### config.mk
export PLATFORM = sky130hd
export DESIGN_NAME = sudp_busrx
export DESIGN_NICKNAME = d
export VERILOG_FILES = /design/src/rtl/sudp_busrx_pkg.sv /design/src/rtl/sudp_rxfifo.sv /design/src/rtl/sudp_busrx.sv
export SDC_FILE = /design/constraint.sdc
export NUM_CORES = 1
export LEC_CHECK = 0
export ABC_AREA = 1
export CAP_MARGIN = 30
export CORE_UTILIZATION = 46
export CTS_BUF_LIST = sky130_fd_sc_hd__clkbuf_4 sky130_fd_sc_hd__clkbuf_8
export DETAILED_ROUTE_END_ITERATION = 10
export MAX_ROUTING_LAYER = met4
export PLACE_DENSITY_LB_ADDON = 0.2
export REMOVE_ABC_BUFFERS = 1
export SETUP_SLACK_MARGIN = 0.1
export SYNTH_ARGS = -nofsm -noshare
export SYNTH_HDL_FRONTEND = slang
export SYNTH_HIERARCHICAL = 1
export SYNTH_SLANG_ARGS = --single-unit
### constraint.sdc
create_clock -name clk -period 13.34 [get_ports clk]
set_clock_uncertainty 0.2 [all_clocks]
set_input_delay 2.668 -clock clk [delete_from_list [all_inputs] [get_ports clk]]
set_output_delay 2.668 -clock clk [all_outputs]
set_load 0.02 [all_outputs]
### src/rtl/sudp_busrx_pkg.sv
// Shared sizing constants for the SU datapath bus receiver.
package sudp_busrx_pkg;

    localparam int unsigned SUDP_WIDTH   = 32;
    localparam int unsigned SUDP_RXDEPTH = 4;
    localparam int unsigned SUDP_RXCNTW  = 3;

endpackage

### src/rtl/sudp_rxfifo.sv
// Show-ahead receive FIFO: storage, pointers, occupancy and full/valid flags.
module sudp_rxfifo
    import sudp_busrx_pkg::*;
#(
    parameter int unsigned WIDTH = SUDP_WIDTH,
    parameter int unsigned DEPTH = SUDP_RXDEPTH,
    parameter int unsigned CNTW  = SUDP_RXCNTW
) (
    input  logic             clk,
    input  logic             reset,
    input  logic             push,
    input  logic             pop,
    input  logic [WIDTH-1:0] wdata,
    output logic [WIDTH-1:0] rdata,
    output logic [CNTW-1:0]  count,
    output logic             full,
    output logic             vld
);

    localparam int unsigned PW = $clog2(DEPTH);

    logic [WIDTH-1:0] r_mem [DEPTH];
    logic [PW-1:0]    r_wptr;
    logic [PW-1:0]    r_rptr;
    logic [CNTW-1:0]  r_count;

    // Storage write, pointer advance and occupancy tracking; reset clears the array too.
    always_ff @(posedge clk) begin
        if (reset) begin
            for (int unsigned i = 0; i < DEPTH; i++) begin
                r_mem[i] <= '0;
            end
            r_wptr  <= '0;
            r_rptr  <= '0;
            r_count <= '0;
        end else begin
            if (push) begin
                r_mem[r_wptr] <= wdata;
                r_wptr        <= r_wptr + PW'(1);
            end
            if (pop) begin
                r_rptr <= r_rptr + PW'(1);
            end
            case ({push, pop})
                2'b10:   r_count <= r_count + CNTW'(1);
                2'b01:   r_count <= r_count - CNTW'(1);
                default: r_count <= r_count;
            endcase
        end
    end

    assign rdata = r_mem[r_rptr];
    assign count = r_count;
    assign vld   = (r_count != '0);
    assign full  = (r_count == CNTW'(DEPTH));

endmodule

### src/rtl/sudp_busrx.sv
// Receive end of the shared SU tri-state bus: capture qualification, turnaround/contention checks, sticky errors.
module sudp_busrx
    import sudp_busrx_pkg::*;
#(
    parameter int unsigned WIDTH = SUDP_WIDTH,
    parameter int unsigned DEPTH = SUDP_RXDEPTH,
    parameter int unsigned CNTW  = SUDP_RXCNTW
) (
    input  logic             clk,
    input  logic             reset,
    input  logic [WIDTH-1:0] bus_z,
    input  logic             bus_vld,
    input  logic             local_en,
    input  logic             rd_req,
    input  logic             clr_err,
    output logic [WIDTH-1:0] rd_data,
    output logic             rd_vld,
    output logic             full,
    output logic [CNTW-1:0]  count,
    output logic             ovf_err,
    output logic             cont_err
);

    logic r_local_en_d;
    logic r_ovf_err;
    logic r_cont_err;

    logic w_cap;
    logic w_cont;
    logic w_turn;
    logic w_pop;
    logic w_push;
    logic w_ovf;
    logic w_full;
    logic w_vld;

    // Remote word is only taken when neither the local bank nor its turnaround cycle owns the bus.
    assign w_cap  = bus_vld & ~local_en & ~r_local_en_d;
    assign w_cont = bus_vld & local_en;
    assign w_turn = bus_vld & ~local_en & r_local_en_d;
    assign w_pop  = rd_req & w_vld;
    assign w_push = w_cap & (~w_full | w_pop);
    assign w_ovf  = w_cap & w_full & ~w_pop;

    // Turnaround tracker and sticky error flags; a new error beats a same-cycle clear.
    always_ff @(posedge clk) begin
        if (reset) begin
            r_local_en_d <= 1'b0;
            r_ovf_err    <= 1'b0;
            r_cont_err   <= 1'b0;
        end else begin
            r_local_en_d <= local_en;
            if (w_ovf) begin
                r_ovf_err <= 1'b1;
            end else if (clr_err) begin
                r_ovf_err <= 1'b0;
            end
            if (w_cont | w_turn) begin
                r_cont_err <= 1'b1;
            end else if (clr_err) begin
                r_cont_err <= 1'b0;
            end
        end
    end

    sudp_rxfifo #(
        .WIDTH (WIDTH),
        .DEPTH (DEPTH),
        .CNTW  (CNTW)
    ) u_rxfifo (
        .clk   (clk),
        .reset (reset),
        .push  (w_push),
        .pop   (w_pop),
        .wdata (bus_z),
        .rdata (rd_data),
        .count (count),
        .full  (w_full),
        .vld   (w_vld)
    );

    assign rd_vld   = w_vld;
    assign full     = w_full;
    assign ovf_err  = r_ovf_err;
    assign cont_err = r_cont_err;

endmodule
==> flow_summary.yaml <==
sta:
  fin_tns_setup_ns: 0
  slew_headroom: 0.430
  finalCritPeriodShare: 0.418
  hold_viol: 0
  worst_pin_slew_ns: 0.852
  drv_slew: 0
  max_freq_mhz: 179
  setup_viol: 0
  finalCriticalPeriod_ns: 5.58
  rsz0062_at_grt: "no"
setup_path:
  path_cells: "buf_4 -> inv_4 -> o21ai_0 -> o22ai_1 -> clkdlybuf4s50_1"
  slowest_delay_ns: 0.65
  crit_path_end_kind: "output port"
  crit_fanout: 65
  start_kind: "flip-flop"
  crit_type: "flip-flop to output port"
  rrSetupSlack_ns: 9.99
  crit_arrival_ns: 2.71
  worst-endpoint-required_ns: 10.47
  cpMaxStageDelayCell: "clkdlybuf4s50_1"
finish:
  diodes: 0
  final_nets: 670
  fillers: 1078
  multi_input_area_mm2: 0.00156
  seq_area_mm2: 0.00409
  drive_above_1_share: 0.0964
  areaGrowthSynthToFinish_pct: 23.7
  post-route-util: 0.585
  finalNonFillerCells: 815
grt:
  grt.met2_usage: 0.341
  first_global_vias: 4073
  grt_max_degree: 66
  busiest_layer: "met2"
  grt_pass1_wl_mm: 20.3
  grt_overflow: 0
  grt_use_total: 0.217
  use_met1: 0.271
  grtUsageMet3: 0.0529
  antenna_found_initial: 0
yosys:
  netlist_instances: 558
  synth_top_area_share: 0.642
  ys_ff_latch: 140
  synth_most_common_cell: "nor2_1"
  yosysSeqAreaShare: 0.682
  synth_area_per_cell_um2: 10.7
  syn_area_mm2: 0.00599
  yosys.cell_types.count: 23
  synth_edf_count: 128
  async_flop_share: 0
  synth_common_cells: "nor2_1 (176), edfxtp_1 (128), o21ai_0 (65)"
  yosys.area.top_type: "edfxtp_1"
  synth_flop_cell: "edfxtp_1"
  synth_warnings: 6
  synthTopCellsByArea: "edfxtp_1 (64%), nor2_1 (11%), o21ai_0 (5.4%), dfxtp_1 (4.0%), o22ai_1 (3.3%)"
job:
  maxCapViolations: 0
clock_network:
  clock-sinks: 140
  cts-buffers-inserted: 17
  cts-hold-fix-buffers: 0
  clkLatencyLatePin_ns: 0.44
  htreeDepth: 4
  post_cts_buffers: 0
  cts_root_buf: "clkbuf_8"
  post_cts_resized: 0
  clkTransAtPathRegs_ns: 0.07
  cts_tree: "done"
  clockBufferDepth: 2
placed_design:
  place_congestion: 0.726
  dp.cells: 783
  dp_hpwl_mm: 7.25
  numPortBuffers: 76
drt:
  via_per_inst: 5.09
  post_drt_wl_per_cell_um: 16.0
  ant_nets: 0
  wl_mm: 13.1
  remaining_drc_errors: 0
  vias: 4146
  firstDrtPassIters: 5
  first_iter_violations: 298
power:
  ir_worst_vdd_v: 0.0000921
  p_leak_uw: 0.00287
  p_per_area_mw_per_mm2: 176
status:
  status: "finished, final reports clean"
floorplanning:
  fp.dieArea_mm2: 0.0135
  start_util: 0.473
  io_pins: 77
  die_w_um: 116
  die_h_um: 116
  rows: 41
  core_area_mm2: 0.0127
worst_hold_path:
  hold_class: "flip-flop to flip-flop"
-- layout by cell type, fill, tap and decap left out --
| cell | instances |
|---|---|
| o21ai_1 | 6 |
| nor3_1 | 1 |
| clkinv_1 | 1 |
| bufinv_16 | 8 |
| fa_1 | 1 |
| buf_4 | 7 |
| nor2_2 | 1 |
| dfxtp_2 | 1 |
| nand3_4 | 1 |
| xor2_1 | 1 |
| o22ai_1 | 32 |
| o21ai_4 | 3 |
| inv_2 | 1 |
| nor2_1 | 176 |
| clkbuf_4 | 2 |
| clkbuf_8 | 17 |
| ha_1 | 1 |
| dfxtp_1 | 11 |
| nand4_1 | 1 |
| a21oi_1 | 5 |
| edfxtp_1 | 128 |
| buf_16 | 1 |
| o21ai_0 | 62 |
| clkinvlp_4 | 2 |
| inv_4 | 2 |
| nand2_1 | 33 |
| inv_1 | 46 |
| clkdlybuf4s50_1 | 76 |
| clkinv_2 | 2 |
| nand2_2 | 14 |
-- state kept, by name (all words and copies together) (netlist names), named ones only --
signal and cells:
u_rxfifo/r_mem 128, u_rxfifo/count 3, u_rxfifo/r_rptr 2, u_rxfifo/r_wptr 2, cont_err 1, ovf_err 1, r_local_en_d 1
-- layout make-up --
class | instances | share of cell area
clock buffers | 19 | 0.0336
clock inverters | 13 | 0.0363
inverters | 49 | 0.0255
multi-input cells | 338 | 0.211
flip-flops and latches | 140 | 0.551
well taps | 172 | 0.0290
repair buffers | 84 | 0.113
-- critical path: cells and delay by family (launching register included) --
kind,cells,cell delay (ns)
DFF,1,0.31
AOI/OAI and AO/OA,2,0.38
buffers and inverters,3,1.54
-- report_power, final --
group / internal, µW / switching (µW) / leakage, µW
clock: 282 / 155 / 0.000254
combinational: 139 / 210 / 0.00119
sequential: 505 / 10.7 / 0.00142
-- cell families (layout without fill, tap and decap cells) --
logic type,count (synthesis),count (layout),share of synthesized area
XOR/XNOR,1,1,0.00146
adder cells (fa/ha/maj),2,2,0.00543
AND/OR/NAND/NOR,227,227,0.151
flip-flops,140,140,0.682
AO/OA/AOI/OAI,108,108,0.0969
buffers and inverters,80,165,0.0633
-- per-stage QoR --
| step | total power, µW | setup WS (ns) | hold WS (ns) | instance area, µm² |
|---|---|---|---|---|
| final | 1300 | 7.76 | 0.254 | 7410 |
| after global routing | 1360 | 7.53 | 0.265 | 7410 |
| after CTS | 1310 | 7.71 | 0.243 | 7410 |
| after detailed placement | 877 | 7.37 | 0.242 | 6890 |
| after global placement | 869 | 7.43 | 0.226 | 6870 |
| after floorplan | 715 | 7.18 | 0.212 | 5800 |
-- metal layers --
layer	share of wire	vias up	wire length [µm]
li1	-	2032	-
met1	0.44	1981	5790
met2	0.49	115	6420
met3	0.049	18	646
met4	0.015	0	199
met5	0	-	0
-- worst paths after layout --
check                                   from                             endpoint  cells after the start
min          u_rxfifo/r_rptr[1]$_SDFFE_PP0P_                            flip-flop                      1
max reg2reg   u_rxfifo/count[0]$_SDFFE_PP0P_  u_rxfifo/r_mem[0][22]$_SDFFCE_PN0P_                      8
min reg2reg  u_rxfifo/r_rptr[1]$_SDFFE_PP0P_                            flip-flop                      1
max                                flip-flop                          rd_data[25]                      5
No activity file was read; power rests on OpenSTA's default activity.
